===== src/rtl/fmap_ii_pkg.sv =====
// Shared types and constants for the feature-map-II buffer sequencer.
package fmap_ii_pkg;

  localparam int FMAP_II_NBANK  = 144;
  localparam int FMAP_II_DEPTH  = 8;
  localparam int FMAP_II_ADDR_W = 3;

  typedef logic [FMAP_II_ADDR_W-1:0] fmap_ii_ch_t;

  typedef enum logic [1:0] {
    IDLE  = 2'd0,
    FILL  = 2'd1,
    DRAIN = 2'd2
  } fmap_ii_state_t;

endpackage


===== src/rtl/fmap_ii_ctrl_if.sv =====
// Producer/consumer handshake bundle of the feature-map-II sequencer.
// master = the sequencer, slave = the producer/consumer side.
interface fmap_ii_ctrl_if
  import fmap_ii_pkg::*;
#(
  parameter int ADDR_WIDTH = FMAP_II_ADDR_W
);

  logic                  in_valid;
  logic                  in_ready;
  logic                  out_valid;
  logic                  out_ready;
  logic [ADDR_WIDTH-1:0] out_ch;
  logic                  out_last;

  modport master (
    input  in_valid,
    input  out_ready,
    output in_ready,
    output out_valid,
    output out_ch,
    output out_last
  );

  modport slave (
    output in_valid,
    output out_ready,
    input  in_ready,
    input  out_valid,
    input  out_ch,
    input  out_last
  );

endinterface


===== src/rtl/fmap_ii_ctrl.sv =====
// Fill/drain sequencer for the 144-bank feature-map-II buffer (1-cycle registered SRAM reads).
// Optional macro FMAP_II_CTRL_STALL_CNT_EN adds a saturating 16-bit stall_cnt output.
module fmap_ii_ctrl
  import fmap_ii_pkg::*;
#(
  parameter int ADDR_WIDTH = FMAP_II_ADDR_W,
  parameter int DEPTH      = FMAP_II_DEPTH,
  parameter int NBANK      = FMAP_II_NBANK
) (
  input  logic                  clk,
  input  logic                  rst_n,
  input  logic                  start,
  fmap_ii_ctrl_if.master        hs,
  output logic [NBANK-1:0]      fmap_wr_en,
  output logic [ADDR_WIDTH-1:0] fmap_wr_addr,
  output logic [ADDR_WIDTH-1:0] fmap_rd_addr,
  output logic                  busy,
  output logic                  done
`ifdef FMAP_II_CTRL_STALL_CNT_EN
  ,
  output logic [15:0]           stall_cnt
`endif
);

  // Counters carry one extra bit so that rd_cnt == DEPTH is representable.
  localparam int                    CNT_W     = ADDR_WIDTH + 1;
  localparam logic [CNT_W-1:0]      DEPTH_CNT = CNT_W'(DEPTH);
  localparam logic [CNT_W-1:0]      LAST_CNT  = CNT_W'(DEPTH - 1);
  localparam logic [ADDR_WIDTH-1:0] LAST_CH   = ADDR_WIDTH'(DEPTH - 1);

  fmap_ii_state_t        state;
  fmap_ii_state_t        state_nxt;
  logic [CNT_W-1:0]      wr_cnt;
  logic [CNT_W-1:0]      rd_cnt;
  logic [ADDR_WIDTH-1:0] rd_addr;
  logic [ADDR_WIDTH-1:0] out_ch;
  logic                  out_valid;
  logic                  wr_fire;
  logic                  last_wr;
  logic                  issue;
  logic                  accept;
  logic                  last_acc;
  logic                  start_acc;

  function automatic logic [15:0] sat_inc16(input logic [15:0] v);
    return (v == 16'hFFFF) ? v : v + 16'd1;
  endfunction

  assign start_acc = (state == IDLE) && start;
  assign wr_fire   = (state == FILL) && hs.in_valid;
  assign last_wr   = wr_fire && (wr_cnt == LAST_CNT);
  assign accept    = out_valid && hs.out_ready;
  assign last_acc  = accept && (out_ch == LAST_CH);
  // A new read may replace the presented channel only once it has been taken.
  assign issue     = (state == DRAIN) && (!out_valid || hs.out_ready) && (rd_cnt < DEPTH_CNT);

  always_ff @(posedge clk or negedge rst_n) begin
    if (!rst_n) state <= IDLE;
    else        state <= state_nxt;
  end

  always_comb begin
    state_nxt = state;
    case (state)
      IDLE:    if (start)    state_nxt = FILL;
      FILL:    if (last_wr)  state_nxt = DRAIN;
      DRAIN:   if (last_acc) state_nxt = IDLE;
      default:               state_nxt = IDLE;
    endcase
  end

  always_comb begin
    hs.in_ready = (state == FILL);
    busy        = (state != IDLE);
    fmap_wr_en  = wr_fire ? {NBANK{1'b1}} : {NBANK{1'b0}};
  end

  always_ff @(posedge clk or negedge rst_n) begin
    if (!rst_n) begin
      wr_cnt    <= '0;
      rd_cnt    <= '0;
      rd_addr   <= '0;
      out_ch    <= '0;
      out_valid <= 1'b0;
      done      <= 1'b0;
    end else begin
      done <= 1'b0;
      if (start_acc) wr_cnt <= '0;
      if (wr_fire)   wr_cnt <= wr_cnt + CNT_W'(1);
      if (last_wr)   rd_cnt <= '0;
      // Address and presented channel move together so a stall re-reads the same word.
      if (issue) begin
        rd_addr   <= rd_cnt[ADDR_WIDTH-1:0];
        out_ch    <= rd_cnt[ADDR_WIDTH-1:0];
        out_valid <= 1'b1;
        rd_cnt    <= rd_cnt + CNT_W'(1);
      end else if (accept) begin
        out_valid <= 1'b0;
      end
      if (last_acc) begin
        done    <= 1'b1;
        rd_addr <= '0;
      end
    end
  end

`ifdef FMAP_II_CTRL_STALL_CNT_EN
  logic stall_ev;
  assign stall_ev = (out_valid && !hs.out_ready) || ((state == FILL) && !hs.in_valid);

  always_ff @(posedge clk or negedge rst_n) begin
    if (!rst_n)        stall_cnt <= '0;
    else if (start_acc) stall_cnt <= '0;
    else if (stall_ev)  stall_cnt <= sat_inc16(stall_cnt);
  end
`endif

  assign fmap_wr_addr = wr_cnt[ADDR_WIDTH-1:0];
  assign fmap_rd_addr = rd_addr;
  assign hs.out_valid = out_valid;
  assign hs.out_ch    = out_ch;
  assign hs.out_last  = out_valid && (out_ch == LAST_CH);

endmodule


===== src/flat_wrapper.sv =====
// flat-port wrapper written by rule: the top's interface ports become plain ports
module fmap_ii_ctrl_flat import fmap_ii_pkg::*;
#(
  parameter int ADDR_WIDTH = FMAP_II_ADDR_W,
  parameter int DEPTH      = FMAP_II_DEPTH,
  parameter int NBANK      = FMAP_II_NBANK
)
  (clk, rst_n, start, fmap_wr_en, fmap_wr_addr, fmap_rd_addr, busy, done, hs_in_valid, hs_out_ready, hs_in_ready, hs_out_valid, hs_out_ch, hs_out_last);
  fmap_ii_ctrl_if #(.ADDR_WIDTH(ADDR_WIDTH)) hs_i ();
  input  logic clk;
  input  logic rst_n;
  input  logic start;
  output logic [NBANK-1:0] fmap_wr_en;
  output logic [ADDR_WIDTH-1:0] fmap_wr_addr;
  output logic [ADDR_WIDTH-1:0] fmap_rd_addr;
  output logic busy;
  output logic done;
  input wire logic [$bits(hs_i.in_valid)-1:0] hs_in_valid;
  input wire logic [$bits(hs_i.out_ready)-1:0] hs_out_ready;
  output wire logic [$bits(hs_i.in_ready)-1:0] hs_in_ready;
  output wire logic [$bits(hs_i.out_valid)-1:0] hs_out_valid;
  output wire logic [$bits(hs_i.out_ch)-1:0] hs_out_ch;
  output wire logic [$bits(hs_i.out_last)-1:0] hs_out_last;
  assign hs_i.in_valid = hs_in_valid;
  assign hs_i.out_ready = hs_out_ready;
  assign hs_in_ready = hs_i.in_ready;
  assign hs_out_valid = hs_i.out_valid;
  assign hs_out_ch = hs_i.out_ch;
  assign hs_out_last = hs_i.out_last;
  fmap_ii_ctrl #(.ADDR_WIDTH(ADDR_WIDTH), .DEPTH(DEPTH), .NBANK(NBANK)) u_core (.clk(clk), .rst_n(rst_n), .start(start), .hs(hs_i), .fmap_wr_en(fmap_wr_en), .fmap_wr_addr(fmap_wr_addr), .fmap_rd_addr(fmap_rd_addr), .busy(busy), .done(done));
endmodule

===== config.mk =====
export PLATFORM = sky130hd
export DESIGN_NAME = fmap_ii_ctrl_flat
export DESIGN_NICKNAME = d
export VERILOG_FILES = /design/src/rtl/fmap_ii_pkg.sv /design/src/rtl/fmap_ii_ctrl_if.sv /design/src/rtl/fmap_ii_ctrl.sv /design/src/flat_wrapper.sv
export SDC_FILE = /design/constraint.sdc
export NUM_CORES = 1
export LEC_CHECK = 0
export ABC_CLOCK_PERIOD_IN_PS = 12900
export BUFFER_PORTS_ARGS = -buffer_cell sky130_fd_sc_hd__clkbuf_2
export CORE_MARGIN = 5
export CORE_UTILIZATION = 42
export CTS_CLUSTER_DIAMETER = 100
export DETAILED_ROUTE_END_ITERATION = 10
export GPL_ROUTABILITY_DRIVEN = 0
export PLACE_DENSITY_LB_ADDON = 0.05
export SYNTH_ARGS = -nofsm -noshare
export SYNTH_HDL_FRONTEND = slang
export SYNTH_SLANG_ARGS = --single-unit

===== constraint.sdc =====
create_clock -name clk -period 12.9 [get_ports clk]
set_clock_uncertainty 0.1 [all_clocks]
set_input_delay 2.58 -clock clk [delete_from_list [all_inputs] [get_ports clk]]
set_output_delay 2.58 -clock clk [all_outputs]
set_load 0.01 [all_outputs]

Word-level counts from Yosys, hierarchy flattened
Index checks and enable logic that the tools add are counted.
- register bits after elaboration: 18
- bits in latches: 0
- memory bits (writable): 0
- ROM bits: 0
- output and inout port bits: 158
- word-level logic and storage cells: 48
- memories kept: 0
- $add $sub $neg: 2
- $mul: 0
- divide/modulo/power cells: 0
- magnitude comparators: 1
- equality and inequality tests: 7
- shifts and indexed selects: 0
- muxes and demuxes: 14
- bitwise logic cells: 0
- reductions and logical operators: 17
- operator list (kind ; number):
    144-bit 2-to-1 mux ; 1
    4-bit 2-to-1 mux ; 4
    2-bit nonzero test ; 5
    4-bit by 1-bit adder with 4-bit output (second input constant) ; 2
    1-bit logical AND ; 8
    2-bit 2-to-1 mux ; 3
    3-bit 2-to-1 mux ; 2
    2-bit one-hot mux with 3 select lines ; 1
    4-bit by 3-bit == test with 1-bit output (second input constant) ; 1
    4-bit less-than comparator (second input constant) ; 1
    2-bit by 1-bit inequality test with 1-bit output (second input constant) ; 2
    3-bit == test (second input constant) ; 1
    1-bit 2-to-1 mux ; 3
    3-bit AND reduction ; 1
    2-bit by 1-bit == test with 1-bit output (second input constant) ; 1
    2-bit == test (second input constant) ; 1
    2-bit logical NOT ; 1
    2-bit inequality test (second input constant) ; 1
    1-bit logical NOT ; 1
    1-bit logical OR ; 1

Longest topological paths before layout
Gate-level depths: netlist of run 1.
- depth after elaboration: 6
- mapped depth: 5

Worst setup path after synthesis of run 1
No wires, ideal clock.
- path type: in2out
- start point: in hs_in_valid
- end point: out fmap_wr_en[0]
- arrival time: 5.442 ns
- required time: 10.220 ns
- slack: 4.778 ns
- stages on the path: 2
- buffers on the path: 1
- path through: and2_1 buf_4
- word-level cells in the longest chain between the ends: 2
- ends and longest elaborated chain (what ; line ; source):
    start: declaration ; flat_wrapper.sv:18 ; input wire logic [$bits(hs_i.in_valid)-1:0] hs_in_valid;
    1-bit logical AND ; fmap_ii_ctrl.sv:50 ; assign wr_fire = (state == FILL) && hs.in_valid;
    144-bit 2-to-1 mux ; fmap_ii_ctrl.sv:75 ; fmap_wr_en = wr_fire ? {NBANK{1'b1}} : {NBANK{1'b0}};
    end: declaration ; flat_wrapper.sv:13 ; output logic [NBANK-1:0] fmap_wr_en;
No other way between the ends.

Worst setup path after layout of run 1
- start point: in hs_in_valid
- end point: out fmap_wr_en[86]
The elaborated chain is that of the path after synthesis.

==> flow_metrics.tcl, run 1 <==
set metrics [dict create \
    drive_above_1_share_pct 71.37 \
    synth-seq-cells 18 \
    antenna_found_initial 0 \
    hold_path.class "flop to flop" \
    syn-num-nets 231 \
    synth_cells 224 \
    syn_area_per_cell_um2 8.636 \
    viasPerCell 3.980 \
    drv_slew 0 \
    first_iter_violations 30 \
    rrSetupSlack_ns 11.20 \
    rows 24 \
    nets 249 \
    reg2regPathDepth 4 \
    ctsHoldBuffers 0 \
    hold_violations 0 \
    clockPowerShare_pct 10.6 \
    fp.dieW_um 77.87 \
    power.share.switching_pct 49.01 \
    mostFrequentLayoutCell "clkbuf_2" \
    p_sw_mw 0.2055 \
    root_buffer "clkbuf_8" \
    ir_drop_mv 0.1075 \
    min_period_ns 6.611 \
    die_y_um 77.87 \
    final_antenna_net_count 0 \
    cts-buffers-inserted 3 \
    grt_max_degree 145 \
    firstDrtPassIters 4 \
    hold_ws_ns 0.3964 \
    setup_viol 0 \
    intPower_mw 0.2138 \
    core-area_um2 4414 \
    fmax_mhz 151.3 \
    antenna_cells 0 \
    start_util_pct 43.82 \
    grt-ovfl-total 0 \
    grt_pass1_wl_um 5457 \
    cts_setup_buffers 0 \
    cts_resized 0 \
    ys.flop_type "dfrtp_1" \
    yosysWarnings 0 \
    timing.rr.start "u_core.state[1]" \
    synth_cell_types 29 \
    crit_path_max_fanout 144 \
    path_class "input pin to output port" \
    grt_pass1_vias 991 \
    worstReg2RegEnd "u_core.rd_cnt[2]" \
    worst_pin_slew_ns 1.071 \
    p_per_area_nw_per_um2 240.1 \
    cts_tree "done" \
    drc_errors 0 \
    seq_area_frac_synth_pct 23.29 \
    status "completed" \
    critPathCapture "fmap_wr_en[86]" \
    relSlewSlack_pct 28.60 \
    grtUsageTotal_pct 10.60 \
    crit_path_start "hs_in_valid" \
    vias 1166 \
    fin_util_pct 39.57 \
    min_period_over_period_pct 51.25 \
    p_leak_nw 1.138 \
    synth_edf_count 0 \
    layout_common_cells "clkbuf_2 (162), dfrtp_1 (18), nand2_1 (15)" \
    clkSinkCount 18 \
    drv_cap 0 \
    fin_tns_setup_ns 0 \
    rsz0062_at_grt "no" \
    dieArea_um2 6063 \
    syn_area_um2 1934 \
    syn_to_final_growth_pct -9.702 \
    seqPwrFrac_pct 21.3 \
    numPortBuffers 162 \
    io_pins 163 \
    cts.clk_slew.worst_paths_ns 0.06 \
    pre_cts_slack_ns 6.264 \
    worstPathRequired_ns 10.22 \
    max-clock-path-buffers 2 \
    layout_setup_ws_ns 6.289 \
    crit_arrival_ns 3.93 \
    setup.worst_path.start_class "input pin" \
    wire_per_inst_um 12.39 \
    htree_levels 1 \
    clkLatencyLatePin_ns 0.25 \
    dp_hpwl_um 2974 \
    async_flop_share_pct 100.0 \
    critPathCaptureType "output port" \
    combPwrFrac_pct 68.1 \
    wirelength_um 3629 \
]
Yosys cell counts, types with 3 or more instances:
| cell type | instances | area [um^2] |
|---|---|---|
| a22o_1 | 5 | 43.79 |
| nor3_1 | 3 | 15.01 |
| dfrtp_1 | 18 | 450.4 |
| nand2_1 | 15 | 56.30 |
| a21oi_1 | 3 | 15.01 |
| buf_4 | 147 | 1104 |
| o21ai_0 | 3 | 15.01 |
| nor2b_1 | 3 | 18.77 |
worst max-delay path: stages:
cell and delay (ns):
clkbuf_2 0.15, and2_4 0.87, clkbuf_2 0.30
logic make-up (layout without fill, tap and decap cells):
| group | Yosys count | in the layout | share of synthesized area (%) |
|---|---|---|---|
| AOI/OAI and AO/OA | 16 | 16 | 5.756 |
| adders and majority gates | 2 | 2 | 1.293 |
| buffers and inverters | 151 | 168 | 58.34 |
| DFF | 18 | 18 | 23.29 |
| muxes | 1 | 1 | 0.5175 |
| and+or+nand+nor | 36 | 36 | 10.80 |
flip-flops by register name, indices dropped and copies added, names as in the netlist:
register,cells
u_core.done,1
u_core.hs.out_valid,1
u_core.fmap_rd_addr,3
u_core.wr_cnt,4
u_core.state,2
u_core.rd_cnt,4
u_core.hs.out_ch,3
final cells by class:
type | instances | area (um^2)
fillers | 459 | 2668
clock buffers | 4 | 55.05
repair buffers | 162 | 810.8
flip-flops and latches | 18 | 450.4
inverters | 2 | 7.507
well taps | 52 | 65.06
multi-input cells | 55 | 357.8
worst min-delay path by stage:
| stage | startpoint | endpoint | slack (ns) | cells after the start |
|---|---|---|---|---|
| after CTS | u_core.hs.out_ch[1] | u_core.hs.out_ch[1] | 0.40 | 2 |
| after detailed placement | u_core.hs.out_ch[1] | u_core.hs.out_ch[1] | 0.38 | 2 |
| after global routing | u_core.hs.out_ch[1] | u_core.hs.out_ch[1] | 0.45 | 2 |
| final | u_core.hs.out_ch[1] | u_core.hs.out_ch[1] | 0.40 | 2 |
| after global placement | u_core.hs.out_ch[1] | u_core.hs.out_ch[1] | 0.39 | 2 |
| after floorplan | u_core.rd_cnt[3] | u_core.rd_cnt[3] | 0.37 | 2 |
power groups by stage:
stage               Clock, mW  Combinational (mW)  Sequential (mW)
finish                 0.0444               0.286           0.0892
global route           0.0505               0.311           0.0923
CTS                    0.0468               0.293           0.0895
detailed placement          0               0.293           0.0904
global placement            0               0.298           0.0914
floorplan                   0               0.363           0.0873
stage by stage:
| stage | area, um^2 | total power, mW | cells |
|---|---|---|---|
| after floorplan | 1934 | 0.4507 | 224 |
| after global placement | 1692 | 0.3890 | 289 |
| after detailed placement | 1692 | 0.3832 | 289 |
| after CTS | 1747 | 0.4293 | 293 |
| after global routing | 1747 | 0.4538 | 293 |
| final | 1747 | 0.4193 | 293 |
routing by layer:
layer / up-vias / routed length, um / track usage, %
met3: 0 / 427 / 3.009
met4: 0 / 0 / 2.062
met1: 501 / 1220 / 11.02
li1: 598 / - / -
met2: 67 / 1981 / 20.78
met5: - / 0 / 0
Power figures use the tool's default switching activity.
==> run 2: changes to the inputs <==
--- a/config.mk
+++ b/config.mk
@@ -5,10 +5,10 @@
 export SDC_FILE = /design/constraint.sdc
 export NUM_CORES = 1
 export LEC_CHECK = 0
-export ABC_CLOCK_PERIOD_IN_PS = 12900
+export ABC_CLOCK_PERIOD_IN_PS = 6250
 export BUFFER_PORTS_ARGS = -buffer_cell sky130_fd_sc_hd__clkbuf_2
 export CORE_MARGIN = 5
-export CORE_UTILIZATION = 42
+export CORE_UTILIZATION = 39
 export CTS_CLUSTER_DIAMETER = 100
 export DETAILED_ROUTE_END_ITERATION = 10
 export GPL_ROUTABILITY_DRIVEN = 0
==> constraint.sdc (replaced) <==
create_clock -name clk -period 6.25 [get_ports clk]
set_clock_uncertainty 0.1 [all_clocks]
set_input_delay 1.25 -clock clk [delete_from_list [all_inputs] [get_ports clk]]
set_output_delay 1.25 -clock clk [all_outputs]
set_load 0.01 [all_outputs]
==> run 2 against run 1 <==
  * Wire length grew 7.2%
  * Sequential share of layout area decreased by 0.074 points
  * Non-clock buffer count unchanged
  * Cell area is 0.29% higher
  * Clock power grew 77%
  * Largest power group unchanged
  * Utilization decreased by 2.7 points
  * Worst hold slack better by 0.012 ns
  * Critical path depth unchanged
  * Register-to-register slack worse by 6.7 ns
  * Sequential power rose by 110%
  * Clock-buffer cell count shrank 1
==> flow_metrics.tcl, run 2 (synthesis gave the netlist of run 1 again) <==
set metrics [dict create \
    status "completed" \
    worstReg2RegEnd "u_core.rd_cnt[2]" \
    cts_resized 0 \
    regArea_um2 450.4 \
    min_period_ns 3.965 \
    grt_pass1_vias 927 \
    dpl_cell_area_um2 1710 \
    p_leak_nw 1.130 \
    ir_drop_mv 0.1805 \
    dp_hpwl_um 3168 \
    crit_path_max_fanout 144 \
    num-fill-cells 517 \
    relSlewSlack_pct 27.21 \
    rrSetupSlack_ns 4.53 \
    cp_slowest_cell "and2_4" \
    slowest_delay_ns 0.87 \
    max-clock-path-buffers 2 \
    htree_levels 1 \
    clkLatencyLatePin_ns 0.25 \
    path_cells "clkbuf_2 -> and2_4 -> clkbuf_2" \
    grt_pass1_wl_um 5209 \
    grtUsageTotal_pct 10.22 \
    numPortBuffers 162 \
    cts_tree "done" \
    die_y_um 80.43 \
    min_period_over_period_pct 63.44 \
    syn_to_final_growth_pct -9.444 \
    crit_path_start "hs_in_valid" \
    rsz0062_at_grt "no" \
    antenna_found_initial 0 \
    final_antenna_net_count 0 \
    cts-buffers-inserted 3 \
    critPathCaptureType "output port" \
    crit_family "simple AND/OR/NAND/NOR gates" \
    setup.worst_path.start_class "input pin" \
    layout_common_cells "clkbuf_2 (162), dfrtp_1 (18), nand2_1 (15)" \
    firstDrtPassIters 4 \
    final_area_um2 1752 \
    drive_above_1_share_pct 71.25 \
    hold_violations 0 \
    drc_errors 0 \
    grt_busiest_layer "met2" \
    multiInputGateArea_um2 357.8 \
    fmax_mhz 252.2 \
    clkSinkCount 18 \
    mostFrequentLayoutCell "clkbuf_2" \
    grt-ovfl-total 0 \
    timing.rr.start "u_core.state[1]" \
    first_iter_violations 14 \
    drv_slew 0 \
    use_met3_pct 1.570 \
    crit_arrival_ns 2.62 \
    ctsHoldBuffers 0 \
    nets 249 \
    viasPerCell 3.779 \
    cts_setup_buffers 0 \
    wirelength_um 3891 \
    drv_cap 0 \
    worstPathRequired_ns 4.90 \
    met1_usage_pct 12.37 \
    start_util_pct 40.68 \
    grt_max_degree 145 \
    path_class "input pin to output port" \
    hold_path.class "flop to flop" \
    path_common_cell "clkbuf_2" \
    critPathCapture "fmap_wr_en[68]" \
    setup_viol 0 \
    path_buf_inv 2 \
    crit_cells 3 \
    fp.dieW_um 80.43 \
    wire_per_inst_um 12.67 \
    cts.clk_slew.worst_paths_ns 0.06 \
    reg2regPathDepth 4 \
    io_pins 163 \
    worst_pin_slew_ns 1.092 \
    dieArea_um2 6468 \
    vias 1160 \
    largest_registers "u_core.rd_cnt: 4 flops, u_core.wr_cnt: 4 flops" \
    antenna_cells 0 \
    root_buffer "clkbuf_8" \
    met2_usage_pct 18.46 \
    p_per_area_nw_per_um2 489.0 \
    fin_tns_setup_ns 0 \
    rows 25 \
    core-area_um2 4755 \
]
run 2: cell count changes in the layout (fill, tap and decap cells not counted):
cell | before | now
clkbuf_8 | 4 | 3
run 2: worst min path at each step:
| stage | startpoint | to | slack [ns] | cells after the start |
|---|---|---|---|---|
| 2_1_floorplan | u_core.rd_cnt[3] | u_core.rd_cnt[3] | 0.37 | 2 |
| 3_3_place_gp | u_core.hs.out_ch[0] | u_core.hs.out_ch[0] | 0.39 | 2 |
| 3_5_place_dp | u_core.hs.out_ch[0] | u_core.hs.out_ch[0] | 0.40 | 2 |
| 4_1_cts | u_core.hs.out_ch[0] | u_core.hs.out_ch[0] | 0.42 | 2 |
| 5_1_grt | u_core.hs.out_ch[0] | u_core.hs.out_ch[0] | 0.46 | 2 |
| 6_report | u_core.hs.out_ch[0] | u_core.hs.out_ch[0] | 0.41 | 2 |
run 2: tightest hold or removal path: stages, from the launching register on:
cell and delay [ns]:
dfrtp_1 0.36, nand2_1 0.06, nand2_1 0.06
run 2: area by class of cell:
cell class	count	area share, %
flip-flops and latches	18	25.71
repair buffers	162	46.29
clock buffers	3	2.357
well taps	67	4.786
inverters	2	0.4286
multi-input cells	55	20.43
run 2: power breakdown:
| part | switching, mW | total, mW | internal [mW] |
|---|---|---|---|
| registers | 0.0381 | 0.185 | 0.147 |
| logic | 0.354 | 0.593 | 0.239 |
| clock network | 0.0358 | 0.0785 | 0.0427 |
| total | 0.428 | 0.857 | 0.428 |
run 2: routing by layer:
layer / part of all wire, % / wire length [um] / up-vias
li1: - / - / 598
met1: 36 / 1388 / 496
met2: 53 / 2076 / 64
met3: 11 / 417 / 2
met4: 0.21 / 8 / 0
met5: 0 / 0 / -
run 2: stage by stage:
step                      total power [mW]  util [%]  cells  setup WS [ns]  hold slack, ns
after CTS                           0.8772     36.84    307          2.257          0.4171
final                               0.8565     36.84    307          2.285          0.4080
after global placement              0.8054     35.97    304          2.289          0.3893
after detailed placement            0.7967     35.97    304          2.255          0.3998
after floorplan                     0.9302         -    224         0.7878          0.3741
after global routing                0.9260     36.84    307          2.109          0.4605
==> run 3: changes to the inputs <==
--- a/config.mk
+++ b/config.mk
@@ -5,10 +5,11 @@
 export SDC_FILE = /design/constraint.sdc
 export NUM_CORES = 1
 export LEC_CHECK = 0
-export ABC_CLOCK_PERIOD_IN_PS = 6250
+export ABC_AREA = 1
+export ABC_CLOCK_PERIOD_IN_PS = 3760
 export BUFFER_PORTS_ARGS = -buffer_cell sky130_fd_sc_hd__clkbuf_2
 export CORE_MARGIN = 5
-export CORE_UTILIZATION = 39
+export CORE_UTILIZATION = 40
 export CTS_CLUSTER_DIAMETER = 100
 export DETAILED_ROUTE_END_ITERATION = 10
 export GPL_ROUTABILITY_DRIVEN = 0
==> constraint.sdc (replaced) <==
create_clock -name clk -period 3.76 [get_ports clk]
set_clock_uncertainty 0.1 [all_clocks]
set_input_delay 0.752 -clock clk [delete_from_list [all_inputs] [get_ports clk]]
set_output_delay 0.752 -clock clk [all_outputs]
set_load 0.01 [all_outputs]
==> run 3 against run 2 <==
  * Cell area grew 5.1%
  * Wire length fell by 1.1%
  * Clock-buffer cell count up 1
  * Register-to-register slack worse by 2.4 ns
  * Synthesized cell count increased by 12%
  * Power rose by 59%
  * Global-route usage is 0.35 points lower
  * Die area fell by 0.42%
  * Via count up 6.6%
  * Final cell count grew 9.8%
  * Utilization increased by 1.9 points
  * First-iteration DRC count rose by 130%
  * Largest cell class unchanged
  * Largest power group unchanged
==> flow_metrics.tcl, run 3 <==
set metrics [dict create \
    clkLatencyLatePin_ns 0.25 \
    relSlewSlack_pct 69.70 \
    rows 25 \
    rsz0062_at_grt "no" \
    htree_levels 1 \
    yosysTopAreaCell "buf_4" \
    io_pins 163 \
    drv_slew 0 \
    max-clock-path-buffers 2 \
    worstPathRequired_ns 2.91 \
    status "completed" \
    root_buffer "clkbuf_8" \
    setup.worst_path.start_class "input pin" \
    fin_util_pct 38.71 \
    hold_path.class "input pin to asynchronous set/reset pin" \
    numPortBuffers 162 \
    setup_viol 0 \
    rrSetupSlack_ns 2.13 \
    fp.dieW_um 80.26 \
    wirelength_um 3848 \
    async_flop_share_pct 100.0 \
    final_antenna_net_count 0 \
    antenna_found_initial 0 \
    synth-seq-cells 18 \
    firstDrtPassIters 4 \
    cts_setup_buffers 0 \
    grt_max_degree 149 \
    reg2regPathDepth 7 \
    syn_area_per_cell_um2 7.898 \
    viasPerCell 3.671 \
    synth_area_leaders "buf_4 (56%), dfrtp_1 (23%), nand2_1 (6.1%)" \
    nets 278 \
    timing.rr.start "u_core.state[1]" \
    worstReg2RegEnd "u_core.rd_cnt[1]" \
    syn_area_um2 1974 \
    p_leak_nw 1.224 \
    post-synth-top-count-cell "buf_4" \
    grt_pass1_vias 949 \
    worst_pin_slew_ns 0.4545 \
    path_class "input pin to output port" \
    grtUsageTotal_pct 9.874 \
    dp_hpwl_um 3165 \
    dieArea_um2 6441 \
    seq_area_frac_synth_pct 22.81 \
    grt-ovfl-total 0 \
    vias 1237 \
    drive_above_1_share_pct 65.56 \
    yosys-top-cells-count "buf_4 (147), nand2_1 (32), dfrtp_1 (18), nand3_1 (17), inv_1 (13)" \
    ctsHoldBuffers 0 \
    die_y_um 80.26 \
    cts_tree "done" \
    drc_errors 0 \
    fin_tns_setup_ns 0 \
    p_per_area_nw_per_um2 739.5 \
    crit_path_max_fanout 148 \
    drv_cap 0 \
    grt_pass1_wl_um 5092 \
    ir_drop_mv 0.3429 \
    wire_per_inst_um 11.42 \
    totalPowerFinal_mw 1.361 \
    crit_arrival_ns 1.66 \
    largest_registers "u_core.rd_cnt: 4 flops, u_core.wr_cnt: 4 flops" \
    cts.clk_slew.worst_paths_ns 0.06 \
    syn-num-nets 257 \
    fmax_mhz 398.0 \
    synth_edf_count 0 \
    clkSinkCount 18 \
    critPathCaptureType "output port" \
    min_period_over_period_pct 66.83 \
    min_period_ns 2.513 \
    hold_ws_ns 0.3329 \
    antenna_cells 0 \
    yosysWarnings 0 \
    hold_violations 0 \
    synth_cells 250 \
    cts_resized 0 \
    yosysTopAreaCellShare_pct 55.89 \
    ys.flop_type "dfrtp_1" \
    start_util_pct 41.53 \
    synth_cell_types 18 \
    cts-buffers-inserted 3 \
    first_iter_violations 32 \
    core-area_um2 4755 \
    syn_to_final_growth_pct -6.781 \
    mostFrequentLayoutCell "clkbuf_2" \
    layout_common_cells "clkbuf_2 (162), nand2_1 (32), dfrtp_1 (18)" \
]
==> run 3: critical path, cell delays in order <==
cell and delay, ns:
clkbuf_2 0.09, inv_1 0.06, nor2_4 0.12, buf_12 0.39, clkbuf_2 0.22
==> run 3: layer usage <==
layer	part of all wire, %	routed length (um)	vias up	GRT usage, %
met1	37	1418	505	10.94
met3	9.7	372	5	2.691
met2	53	2027	66	18.38
li1	-	-	661	-
met4	0.75	29	0	2.534
met5	0	0	-	0
==> run 3: power by group <==
part           switching (mW)  leakage (nW)  internal [mW]
logic                   0.583         0.953          0.353
registers              0.0414         0.242          0.226
clock network          0.0640        0.0288         0.0931
==> run 3: area by class of cell <==
type | instances | area [um^2]
inverters | 14 | 52.55
repair buffers | 163 | 830.8
multi-input cells | 71 | 367.9
clock buffers | 4 | 55.05
well taps | 67 | 83.83
fillers | 531 | 2914
flip-flops and latches | 18 | 450.4
==> run 3: worst max path at each step <==
stage,start,to,cells past startpoint
final,hs_in_valid,fmap_wr_en[141],5
after global placement,hs_in_valid,fmap_wr_en[84],5
after detailed placement,hs_in_valid,fmap_wr_en[141],5
after global routing,hs_in_valid,fmap_wr_en[137],5
after floorplan,hs_in_valid,fmap_wr_en[0],3
after CTS,hs_in_valid,fmap_wr_en[141],5
==> run 3: metrics by stage <==
step | setup WS [ns] | cells | area (um^2)
floorplan | 0.1636 | 250 | 1974
global placement | 1.244 | 333 | 1785
detailed placement | 1.229 | 333 | 1785
CTS | 1.227 | 337 | 1841
global route | 1.145 | 337 | 1841
finish | 1.247 | 337 | 1841
==> run 3: logic make-up after synthesis <==
family / Yosys count / share of synthesized area, %
compound gates: 3 / 0.7602
flops: 18 / 22.81
fa+ha+maj: 2 / 1.267
buf+inv: 161 / 58.56
simple gates: 65 / 16.16
xor+xnor: 1 / 0.4437
